File: config.mk
export PLATFORM = sky130hd
export DESIGN_NAME = rs_unit
export DESIGN_NICKNAME = d
export VERILOG_FILES = /design/src/rtl/rs_pkg.sv /design/src/rtl/rs_unit_entry.sv /design/src/rtl/rs_unit.sv
export SDC_FILE = /design/constraint.sdc
export NUM_CORES = 1
export LEC_CHECK = 0
export ABC_AREA = 0
export CAP_MARGIN = 5
export CORE_AREA = 4 4 386 388
export CTS_BUF_LIST = sky130_fd_sc_hd__clkbuf_4 sky130_fd_sc_hd__clkbuf_8 sky130_fd_sc_hd__clkbuf_16
export CTS_CLUSTER_SIZE = 12
export DETAILED_ROUTE_END_ITERATION = 10
export DIE_AREA = 0 0 390 392
export PLACE_DENSITY = 0.36
export SYNTH_ARGS = -nofsm -noshare
export SYNTH_HDL_FRONTEND = slang
export SYNTH_SLANG_ARGS = --single-unit
File: constraint.sdc
create_clock -name clk_i -period 3.2 [get_ports clk_i]
set_clock_uncertainty 0.15 [all_clocks]
set_input_delay 0.32 -clock clk_i [delete_from_list [all_inputs] [get_ports clk_i]]
set_output_delay 0.32 -clock clk_i [all_outputs]
set_load 0.02 [all_outputs]
File: src/rtl/rs_pkg.sv
// Shared defaults, entry status layout and FU-class tagging for the reservation stations.
package rs_pkg;

    localparam int unsigned TagWDefault     = 6;
    localparam int unsigned PayloadWDefault = 64;

    // Per-entry status bits; tags and payload are stored alongside as separate fields.
    typedef struct packed {
        logic valid;
        logic prs1_rdy;
        logic prs2_rdy;
    } rs_status_t;

    typedef enum logic [1:0] {
        FuAlu = 2'd0,
        FuMul = 2'd1,
        FuLsu = 2'd2
    } fu_class_e;

endpackage

File: src/rtl/rs_unit_entry.sv
// One reservation-station slot: operand tags, payload and CDB wakeup of the two sources.
module rs_unit_entry
    import rs_pkg::*;
#(
    parameter int unsigned TAG_W     = TagWDefault,
    parameter int unsigned NUM_CDB   = 2,
    parameter int unsigned PAYLOAD_W = PayloadWDefault
) (
    input  logic                     clk_i,
    input  logic                     reset_i,
    input  logic                     flush_i,
    input  logic                     alloc_sel_i,
    input  logic                     issue_sel_i,
    input  logic [PAYLOAD_W-1:0]     alloc_payload_i,
    input  logic [TAG_W-1:0]         alloc_prs1_i,
    input  logic [TAG_W-1:0]         alloc_prs2_i,
    input  logic [TAG_W-1:0]         alloc_prd_i,
    input  logic                     alloc_prs1_rdy_i,
    input  logic                     alloc_prs2_rdy_i,
    input  logic [NUM_CDB-1:0]       cdb_en_i,
    input  logic [NUM_CDB*TAG_W-1:0] cdb_tag_i,
    output logic                     valid_o,
    output logic                     ready_o,
    output logic [PAYLOAD_W-1:0]     payload_o,
    output logic [TAG_W-1:0]         prs1_o,
    output logic [TAG_W-1:0]         prs2_o,
    output logic [TAG_W-1:0]         prd_o
);

    rs_status_t           status_q, status_d;
    logic [TAG_W-1:0]     prs1_q, prs1_d, prs2_q, prs2_d, prd_q, prd_d;
    logic [PAYLOAD_W-1:0] payload_q, payload_d;

    function automatic logic cdb_hit(input logic [TAG_W-1:0]         tag,
                                     input logic [NUM_CDB-1:0]       en,
                                     input logic [NUM_CDB*TAG_W-1:0] tags);
        logic hit;
        hit = 1'b0;
        for (int k = 0; k < NUM_CDB; k++) begin
            hit |= en[k] & (tags[k*TAG_W +: TAG_W] == tag);
        end
        return hit;
    endfunction

    always_comb begin
        status_d  = status_q;
        prs1_d    = prs1_q;
        prs2_d    = prs2_q;
        prd_d     = prd_q;
        payload_d = payload_q;
        if (alloc_sel_i) begin
            // Snooping the CDB on the alloc tags closes the dispatch/broadcast race.
            status_d.valid    = 1'b1;
            status_d.prs1_rdy = alloc_prs1_rdy_i | cdb_hit(alloc_prs1_i, cdb_en_i, cdb_tag_i);
            status_d.prs2_rdy = alloc_prs2_rdy_i | cdb_hit(alloc_prs2_i, cdb_en_i, cdb_tag_i);
            prs1_d            = alloc_prs1_i;
            prs2_d            = alloc_prs2_i;
            prd_d             = alloc_prd_i;
            payload_d         = alloc_payload_i;
        end else if (status_q.valid) begin
            status_d.prs1_rdy = status_q.prs1_rdy | cdb_hit(prs1_q, cdb_en_i, cdb_tag_i);
            status_d.prs2_rdy = status_q.prs2_rdy | cdb_hit(prs2_q, cdb_en_i, cdb_tag_i);
            if (issue_sel_i) begin
                status_d.valid = 1'b0;
            end
        end
        if (flush_i) begin
            status_d.valid = 1'b0;
        end
    end

    always_ff @(posedge clk_i) begin
        if (!reset_i) begin
            status_q  <= '0;
            prs1_q    <= '0;
            prs2_q    <= '0;
            prd_q     <= '0;
            payload_q <= '0;
        end else begin
            status_q  <= status_d;
            prs1_q    <= prs1_d;
            prs2_q    <= prs2_d;
            prd_q     <= prd_d;
            payload_q <= payload_d;
        end
    end

    assign valid_o   = status_q.valid;
    assign ready_o   = status_q.valid & status_q.prs1_rdy & status_q.prs2_rdy;
    assign payload_o = payload_q;
    assign prs1_o    = prs1_q;
    assign prs2_o    = prs2_q;
    assign prd_o     = prd_q;

endmodule

File: src/rtl/rs_unit.sv
// Reservation station: lowest-free-slot allocation, CDB wakeup and oldest-ready issue
// selected through an older-than matrix.
module rs_unit
    import rs_pkg::*;
#(
    parameter int unsigned RS_SIZE   = 8,
    parameter int unsigned TAG_W     = TagWDefault,
    parameter int unsigned NUM_CDB   = 2,
    parameter int unsigned PAYLOAD_W = PayloadWDefault,
    localparam int unsigned CntW     = $clog2(RS_SIZE + 1)
) (
    input  logic                     clk_i,
    input  logic                     reset_i,
    input  logic                     flush_i,
    input  logic                     alloc_valid_i,
    output logic                     alloc_ready_o,
    input  logic [PAYLOAD_W-1:0]     alloc_payload_i,
    input  logic [TAG_W-1:0]         alloc_prs1_i,
    input  logic [TAG_W-1:0]         alloc_prs2_i,
    input  logic [TAG_W-1:0]         alloc_prd_i,
    input  logic                     alloc_prs1_rdy_i,
    input  logic                     alloc_prs2_rdy_i,
    input  logic [NUM_CDB-1:0]       cdb_en_i,
    input  logic [NUM_CDB*TAG_W-1:0] cdb_tag_i,
    output logic                     issue_valid_o,
    input  logic                     issue_ready_i,
    output logic [PAYLOAD_W-1:0]     issue_payload_o,
    output logic [TAG_W-1:0]         issue_prs1_o,
    output logic [TAG_W-1:0]         issue_prs2_o,
    output logic [TAG_W-1:0]         issue_prd_o,
    output logic [CntW-1:0]          count_o,
    output logic                     empty_o
);

    logic [RS_SIZE-1:0]   ent_valid, ent_ready, free_oh, alloc_sel, issue_sel, sel_oh;
    logic [PAYLOAD_W-1:0] ent_payload [RS_SIZE];
    logic [TAG_W-1:0]     ent_prs1 [RS_SIZE];
    logic [TAG_W-1:0]     ent_prs2 [RS_SIZE];
    logic [TAG_W-1:0]     ent_prd [RS_SIZE];
    // older_q[i][k] set means entry k is older than entry i.
    logic [RS_SIZE-1:0]   older_q [RS_SIZE];
    logic [RS_SIZE-1:0]   older_d [RS_SIZE];
    logic [CntW-1:0]      count_q, count_d;
    logic                 alloc_fire, issue_fire, found;

    assign alloc_ready_o = (count_q != CntW'(RS_SIZE));
    assign alloc_fire    = alloc_valid_i & alloc_ready_o & ~flush_i;
    assign issue_fire    = issue_valid_o & issue_ready_i & ~flush_i;
    assign alloc_sel     = free_oh & {RS_SIZE{alloc_fire}};
    assign issue_sel     = sel_oh & {RS_SIZE{issue_fire}};

    for (genvar g = 0; g < RS_SIZE; g++) begin : g_entry
        rs_unit_entry #(
            .TAG_W     (TAG_W),
            .NUM_CDB   (NUM_CDB),
            .PAYLOAD_W (PAYLOAD_W)
        ) u_entry (
            .clk_i            (clk_i),
            .reset_i          (reset_i),
            .flush_i          (flush_i),
            .alloc_sel_i      (alloc_sel[g]),
            .issue_sel_i      (issue_sel[g]),
            .alloc_payload_i  (alloc_payload_i),
            .alloc_prs1_i     (alloc_prs1_i),
            .alloc_prs2_i     (alloc_prs2_i),
            .alloc_prd_i      (alloc_prd_i),
            .alloc_prs1_rdy_i (alloc_prs1_rdy_i),
            .alloc_prs2_rdy_i (alloc_prs2_rdy_i),
            .cdb_en_i         (cdb_en_i),
            .cdb_tag_i        (cdb_tag_i),
            .valid_o          (ent_valid[g]),
            .ready_o          (ent_ready[g]),
            .payload_o        (ent_payload[g]),
            .prs1_o           (ent_prs1[g]),
            .prs2_o           (ent_prs2[g]),
            .prd_o            (ent_prd[g])
        );
    end

    always_comb begin
        free_oh = '0;
        found   = 1'b0;
        for (int i = 0; i < RS_SIZE; i++) begin
            if (!ent_valid[i] && !found) begin
                free_oh[i] = 1'b1;
                found      = 1'b1;
            end
        end
    end

    // Stale bits of freed slots are harmless: a column is cleared before its slot can be ready.
    always_comb begin
        for (int i = 0; i < RS_SIZE; i++) begin
            older_d[i] = alloc_sel[i] ? ent_valid : (older_q[i] & ~alloc_sel);
        end
    end

    always_comb begin
        sel_oh          = '0;
        issue_payload_o = '0;
        issue_prs1_o    = '0;
        issue_prs2_o    = '0;
        issue_prd_o     = '0;
        for (int i = 0; i < RS_SIZE; i++) begin
            sel_oh[i]        = ent_ready[i] & ~|(ent_ready & older_q[i]);
            issue_payload_o |= ent_payload[i] & {PAYLOAD_W{sel_oh[i]}};
            issue_prs1_o    |= ent_prs1[i] & {TAG_W{sel_oh[i]}};
            issue_prs2_o    |= ent_prs2[i] & {TAG_W{sel_oh[i]}};
            issue_prd_o     |= ent_prd[i] & {TAG_W{sel_oh[i]}};
        end
    end

    assign issue_valid_o = |ent_ready;

    always_comb begin
        if (flush_i) begin
            count_d = '0;
        end else begin
            count_d = count_q + CntW'(alloc_fire) - CntW'(issue_fire);
        end
    end

    always_ff @(posedge clk_i) begin
        if (!reset_i) begin
            count_q <= '0;
            for (int i = 0; i < RS_SIZE; i++) begin
                older_q[i] <= '0;
            end
        end else begin
            count_q <= count_d;
            for (int i = 0; i < RS_SIZE; i++) begin
                older_q[i] <= older_d[i];
            end
        end
    end

    assign count_o = count_q;
    assign empty_o = (count_q == '0);

endmodule

======== Yosys cells after proc, flatten, opt, wreduce, memory -nomap -nowiden ========
Memory sizes are Yosys's and may differ from the RTL's.
Index checks and enable logic that the tools add are counted.
cells by class
  add/subtract/negate cells ............... 2
  multiply operators ...................... 0
  divide/modulo/power cells ............... 0
  order comparisons ....................... 0
  equality and inequality tests ........... 37
  shift operators ......................... 0
  muxes and demuxes ....................... 56
  bitwise operators ....................... 189
  reduce and logical (&&, ||, !) cells .... 47
operators by type and width
  operator              count
  $and A64 B64 Y64      8
  $or A64 B64 Y64       7
  $eq A6 B6 Y1          36
  $and A6 B6 Y6         24
  $and A8 B8 Y8         18
  $mux W8               16
  $or A6 B6 Y6          21
  $reduce_or A8 Y1      9
  $and A1 B1 Y1         64
  $mux W3               16
  $or A1 B1 Y1          44
  $mux W1               24
  $logic_not A1 Y1      21
  $reduce_bool A2 Y1    8
  $not A8 Y8            1
  $logic_and A1 B1 Y1   7
  $add A4 B1 Y4         1
  $logic_not A4 Y1      1
  $ne A4 B4 Y1 const B  1
  $sub A4 B1 Y4         1
  $not A1 Y1            2
  $reduce_or A2 Y1      1
word-level totals
  bits in registers ....................... 684
  bits in latches ......................... 0
  bits in writable memories ............... 64
  bits in read-only memories .............. 0
  input port bits ......................... 103
  logic and storage cells ................. 389
  memories kept ........................... 1
memory list
  memory   depth  width  rd ports  clocked after Yosys merged registers in  write ports  RTL line       RTL
  older_q  8      8      8         0                                        8            rs_unit.sv:41  logic [RS_SIZE-1:0] older_q [RS_SIZE];

======== Depth between registers and ports, before layout ========
  depth after elaboration ................. 26
  mapped depth ............................ 13
  gate-level depth less buffers ........... 12

======== Hierarchy ========
A second synthesis with hierarchy kept.
unflattened totals
  cell total of the unflattened synthesis .. 3550
  area, all modules ....................... 36532.5 µm²
by module, submodules not included
  module         times used  cells an instance  area an instance (µm²)  sequential area each (µm²)
  rs_unit_entry  8           351                3802.4                  1701.6
  rs_unit        1           742                6113.4                  1361.3

======== Least setup slack after synthesis ========
No wires, ideal clock.
  path type ............................... register to register
  start ................................... register g_entry[4].u_entry.status_q (netlist bit g_entry[4].u_entry.valid_o)
  end ..................................... register count_q[2] (netlist: count_o[2])
  arrival ................................. 2.586 ns
  setup slack ............................. 0.345 ns
  stages on the path, launching flop included .. 14
  buffers on the path ..................... 2
  cells stage by stage .................... dfxtp_1 -> buf_2 -> and3_1 -> nor4b_1 -> nand2_1 -> and3b_1 -> clkbuf_1 -> ha_1 -> inv_1 -> ha_1 -> inv_1 -> fa_1 -> xor2_1 -> nor2_1
on the way
  cells in the longest elaborated chain, start to end .. 6
ends and longest elaborated chain
  item                         RTL line             RTL
  from (decl)                  rs_unit_entry.sv:30  rs_status_t status_q, status_d;
  from (signal assigned)       rs_unit_entry.sv:80  status_q <= status_d;
  $and A1 B1 Y1 (2 in series)  rs_unit_entry.sv:89  assign ready_o = status_q.valid & status_q.prs1_rdy & status_q.prs2_rdy;
  $reduce_or A8 Y1             rs_unit.sv:113       assign issue_valid_o = |ent_ready;
  via issue_valid_o            rs_unit.sv:25        output logic issue_valid_o,
  $and A1 B1 Y1 (2 in series)  rs_unit.sv:48        assign issue_fire = issue_valid_o & issue_ready_i & ~flush_i;
  $sub A4 B1 Y4                rs_unit.sv:119       count_d = count_q + CntW'(alloc_fire) - CntW'(issue_fire);
  to (signal assigned)         rs_unit.sv:130       count_q <= count_d;
  to (decl)                    rs_unit.sv:43        logic [CntW-1:0] count_q, count_d;
The timed path passes the listed nets, and every way through them passes these cells.
A chain may end at the register's enable or synchronous reset.

======== Final worst setup path ========
  start ................................... register g_entry[3].u_entry.status_q (netlist bit g_entry[3].u_entry.valid_o)
  end ..................................... output port issue_payload_o[51]
on the way
  cells in the longest elaborated chain, start to end .. 14
  elaborated cells on any way between the ends .. 49
ends and longest elaborated chain
  item                           RTL line             RTL
  from (decl)                    rs_unit_entry.sv:30
  from (signal assigned)         rs_unit_entry.sv:80
  $and A1 B1 Y1 * (2 in series)  rs_unit_entry.sv:89
  $and A8 B8 Y8                  rs_unit.sv:105       sel_oh[i] = ent_ready[i] & ~|(ent_ready & older_q[i]);
  $reduce_or A8 Y1               rs_unit.sv:105
  $logic_not A1 Y1               rs_unit.sv:105
  $and A1 B1 Y1                  rs_unit.sv:105
  $and A64 B64 Y64               rs_unit.sv:106       issue_payload_o |= ent_payload[i] & {PAYLOAD_W{sel_oh[i]}};
  $or A64 B64 Y64 (6 in series)  rs_unit.sv:106
  $or A64 B64 Y64 *              rs_unit.sv:106
  to (decl)                      rs_unit.sv:27        output logic [PAYLOAD_W-1:0] issue_payload_o,
Every way passes the cells marked *; elsewhere a longest branch is shown, timed or not.

==> run_results.csv <==
group,metric,value,unit
drt,routed-via-count,33850,
drt,routed_wire_length_per_instance,24.18,um
timing,timing.max_slew.rel_slack,28.14,%
logic_synthesis,synth_area_leaders,"dfxtp_1 41%, nand2_1 14%, a21boi_0 12%",
grt,grt.total_usage,21.10,%
worst_setup_path,highest_fanout_seen_on_the_critical_path,7,
logic_synthesis,synth.area.mux_share,0,%
run_status,run_status,"complete, but fails checks",
logic_synthesis,yosys.area.top_type,"dfxtp_1",
timing,fin_ws,-0.1605,ns
grt,first_global_vias,33240,
timing,final_min_period_over_clock_period,105.0,%
logic_synthesis,post_synthesis_net_count,4768,
logic_synthesis,dominant_combinational_cell_family_by_area_after_synthesis,"simple AND/OR/NAND/NOR gates",
timing,worst-slew-pin-transition,1.068,ns
floorplanning,core_area,145400,um2
cts,clock_tree.htree_level_count,3,
layout,share_of_post_route_cells_with_drive_strength_above_1,22.58,%
grt,grt_antenna_before_repair,8,
run_status,failed_checks,"negative setup slack",
logic_synthesis,synthSimpleGateAreaFrac,22.78,%
logic_synthesis,synth.top_cells.by_count,"1350 x nand2_1, 748 x dfxtp_1, 598 x a21boi_0, 257 x inv_1, 256 x nor3_1",
timing,final-hold-violation-count,0,
logic_synthesis,yosys.area_share.adder,0.2632,%
drt,drt_wl_total,169000,um
drt,drtAntennaViolNets,0,
placement,dp_hpwl,99820,um
cts,cts_max_path_buffers,3,
timing,setup-violations-final,82,
logic_synthesis,number_of_flip_flops_and_latches_in_the_synthesized_netlist,748,
logic_synthesis,synth_cells,4658,
grt,grt_pass1_wl,239700,um
drt,detail_route.iter0.violations,2419,
timing,clock.fmax,297.6,MHz
drt,drc,0,
grt,largest_net_degree_at_the_start_of_global_routing,125,
layout,nFillCells,15010,
worst_setup_path,cp_data_required_time,2.73,ns
layout,multi_input_comb_area,20810,um2
placement,dpl-instance-area,42290,um2
placement,place.detailed.instances,6666,
cts,cts.reportedPaths.clkPinSlew,0.06,ns
floorplanning,die_y,392,um
worst_setup_path,cp-end-kind,"output port",
logic_synthesis,edff_count_synth,0,
layout,num-nets-final,5107,
timing,slew_viol_final,0,
timing,unrepaired_setup_endpoints_after_global_routing,"yes",
worst_setup_path,worstSetupPathType,"reg2out",
worst_setup_path,crit_arrival,2.89,ns
worst_setup_path,crit_path_start_kind,"flip-flop",
cts,cts_inserted_buffers,96,
placement,portBuffers,191,
logic_synthesis,synth.avg_cell_area,7.755,um2
cts,clock_latency_on_the_worst_skew_pair,0.72,ns
logic_synthesis,synthArstFlopShare,0,%
placement,routabilityCongestion,0.8201,
pwr,static-leakage-power,17.47,nW
logic_synthesis,sequential_fraction_of_the_synthesis_area,41.45,%
cts,tritoncts_num_sinks,748,
floorplanning,die-area,152900,um2
layout,final_cell_area,51300,um2
floorplanning,boundaryPins,192,
drt,vias_per_cell,4.843,
floorplanning,floorplan.initialDensity,24.85,%
logic_synthesis,postSynth.topFlopCell,"dfxtp_1",
job,number_of_maximum_capacitance_violations,0,
logic_synthesis,yosys.area_share.xor_xnor,5.285,%
logic_synthesis,synth_compound_area_share,21.41,%
layout,register_area,15040,um2
pwr,overall_power_consumption,22.71,mW
logic_synthesis,netlist.area_leader.share,41.45,%
logic_synthesis,synth-warning-count,0,
logic_synthesis,top_count_cell_post_synth,"nand2_1",
grt,grt-ovfl-total,0,
pwr,power_density,442.7,nW/um2
logic_synthesis,post_synth_instance_area,36120,um2
layout,final_cell_count_no_fill,6991,
cts,cts_root_buf,"clkbuf_16",
floorplanning,die-width,390,um
drt,drtPass1Iterations,7,
timing,final_period_minus_worst_setup_slack,3.361,ns
pwr,ir_worst_vdd,0.0003831,V
cts,clock_tree_from_tritoncts,"done",
layout,post-route-util,35.28,%
hold_path,worst_hold_path_type,"in2reg",
floorplanning,rows,140,
timing,timing.setup.tns,-7.008,ns
layout,syn_to_final_growth,42.00,%
logic_synthesis,synth.lib_cells_used.distinct,57,
## routing by layer
metal | wire (um) | share of wire, % | track usage, %
met5 | 32 | 0.019 | 0
met4 | 4454 | 2.6 | 5.875
met3 | 7457 | 4.4 | 3.728
met2 | 76820 | 45 | 34.03
met1 | 80270 | 47 | 28.92
## per-stage QoR
stage | hold slack (ns) | setup WS, ns
after CTS | 0.1343 | -0.2398
after global placement | 0.2865 | -0.3759
after floorplan | 0.2786 | 0.3446
final | 0.1670 | -0.1605
after global routing | 0.1686 | -0.2534
after detailed placement | 0.2916 | -0.3638
## final timing paths
check	startpoint	to	slack [ns]	depth (start not counted)
max reg2reg	g_entry[5].u_entry.valid_o$_SDFF_PP0_	count_o[2]$_SDFF_PP0_	0.08	13
max	g_entry[3].u_entry.valid_o$_SDFF_PP0_	issue_payload_o[51]	-0.16	11
min	alloc_prs1_i[0]	g_entry[1].u_entry.prs1_o[0]$_SDFFE_PN0P_	0.17	3
min reg2reg	g_entry[6].u_entry.payload_o[49]$_SDFFE_PN0P_	g_entry[6].u_entry.payload_o[49]$_SDFFE_PN0P_	0.30	2
## state kept, by name, summed over array words and instances (netlist names), named ones only
signal / cells
g_entry.u_entry.prs1_o: 48
g_entry.u_entry.valid_o: 8
g_entry.u_entry.payload_o: 512
count_o: 4
g_entry.u_entry.status_q: 16
older_q: 56
g_entry.u_entry.prd_o: 48
g_entry.u_entry.prs2_o: 48
## power breakdown
part / switching [mW] / internal [mW]
sequential: 0.0497 / 9.37
combinational: 0.677 / 0.461
clock: 4.60 / 7.55
## critical path: stages, from the launching register on
cell and delay, ns:
dfxtp_2 0.36, buf_6 0.13, nand4_1 0.14, nand4_1 0.21, buf_12 0.16, nor2_4 0.06
buf_12 0.17, buf_12 0.15, a2111oi_4 0.34, buf_4 0.20, nand3_4 0.08, buf_6 0.15
## cell families (layout without fill, tap and decap cells)
kind of cell,count (synthesis),after routing
buffers and inverters,723,1136
AND/OR/NAND/NOR,1932,1932
other,0,3
adder cells (fa/ha/maj),7,7
AO/OA/AOI/OAI,1030,1030
XOR/XNOR,218,218
flip-flops,748,748
## repair_timing
item                                    4_1_cts  5_1_grt
endpoints found under the setup margin       83       83
setup buffers                                73       51
resized for setup                           888      273
hold buffers                                  1        0
pin swaps                                    96       98
gates cloned                                 20       15
hold endpoints to repair                     27        0
## area by class of cell
| cell class | count | share of cell area [%] |
|---|---|---|
| diodes | 3 | 0.01463 |
| clock inverters | 35 | 1.241 |
| multi-input cells | 3187 | 40.56 |
| clock buffers | 137 | 5.620 |
| inverters | 257 | 1.881 |
| flip-flops and latches | 748 | 29.32 |
| repair buffers | 707 | 16.69 |
| well taps | 1917 | 4.676 |
## cells in the final DEF, fill, tap and decap left out, types with 107 or more instances in the layout
| cell type | instances |
|---|---|
| clkbuf_16 | 112 |
| xor2_1 | 111 |
| a21boi_0 | 598 |
| clkdlybuf4s50_1 | 107 |
| nor3_1 | 177 |
| dfxtp_1 | 725 |
| xnor2_1 | 107 |
| inv_1 | 257 |
| nand2_1 | 1350 |
| buf_6 | 134 |
| buf_4 | 276 |
| buf_12 | 133 |
No activity file was read; power rests on OpenSTA's default activity.
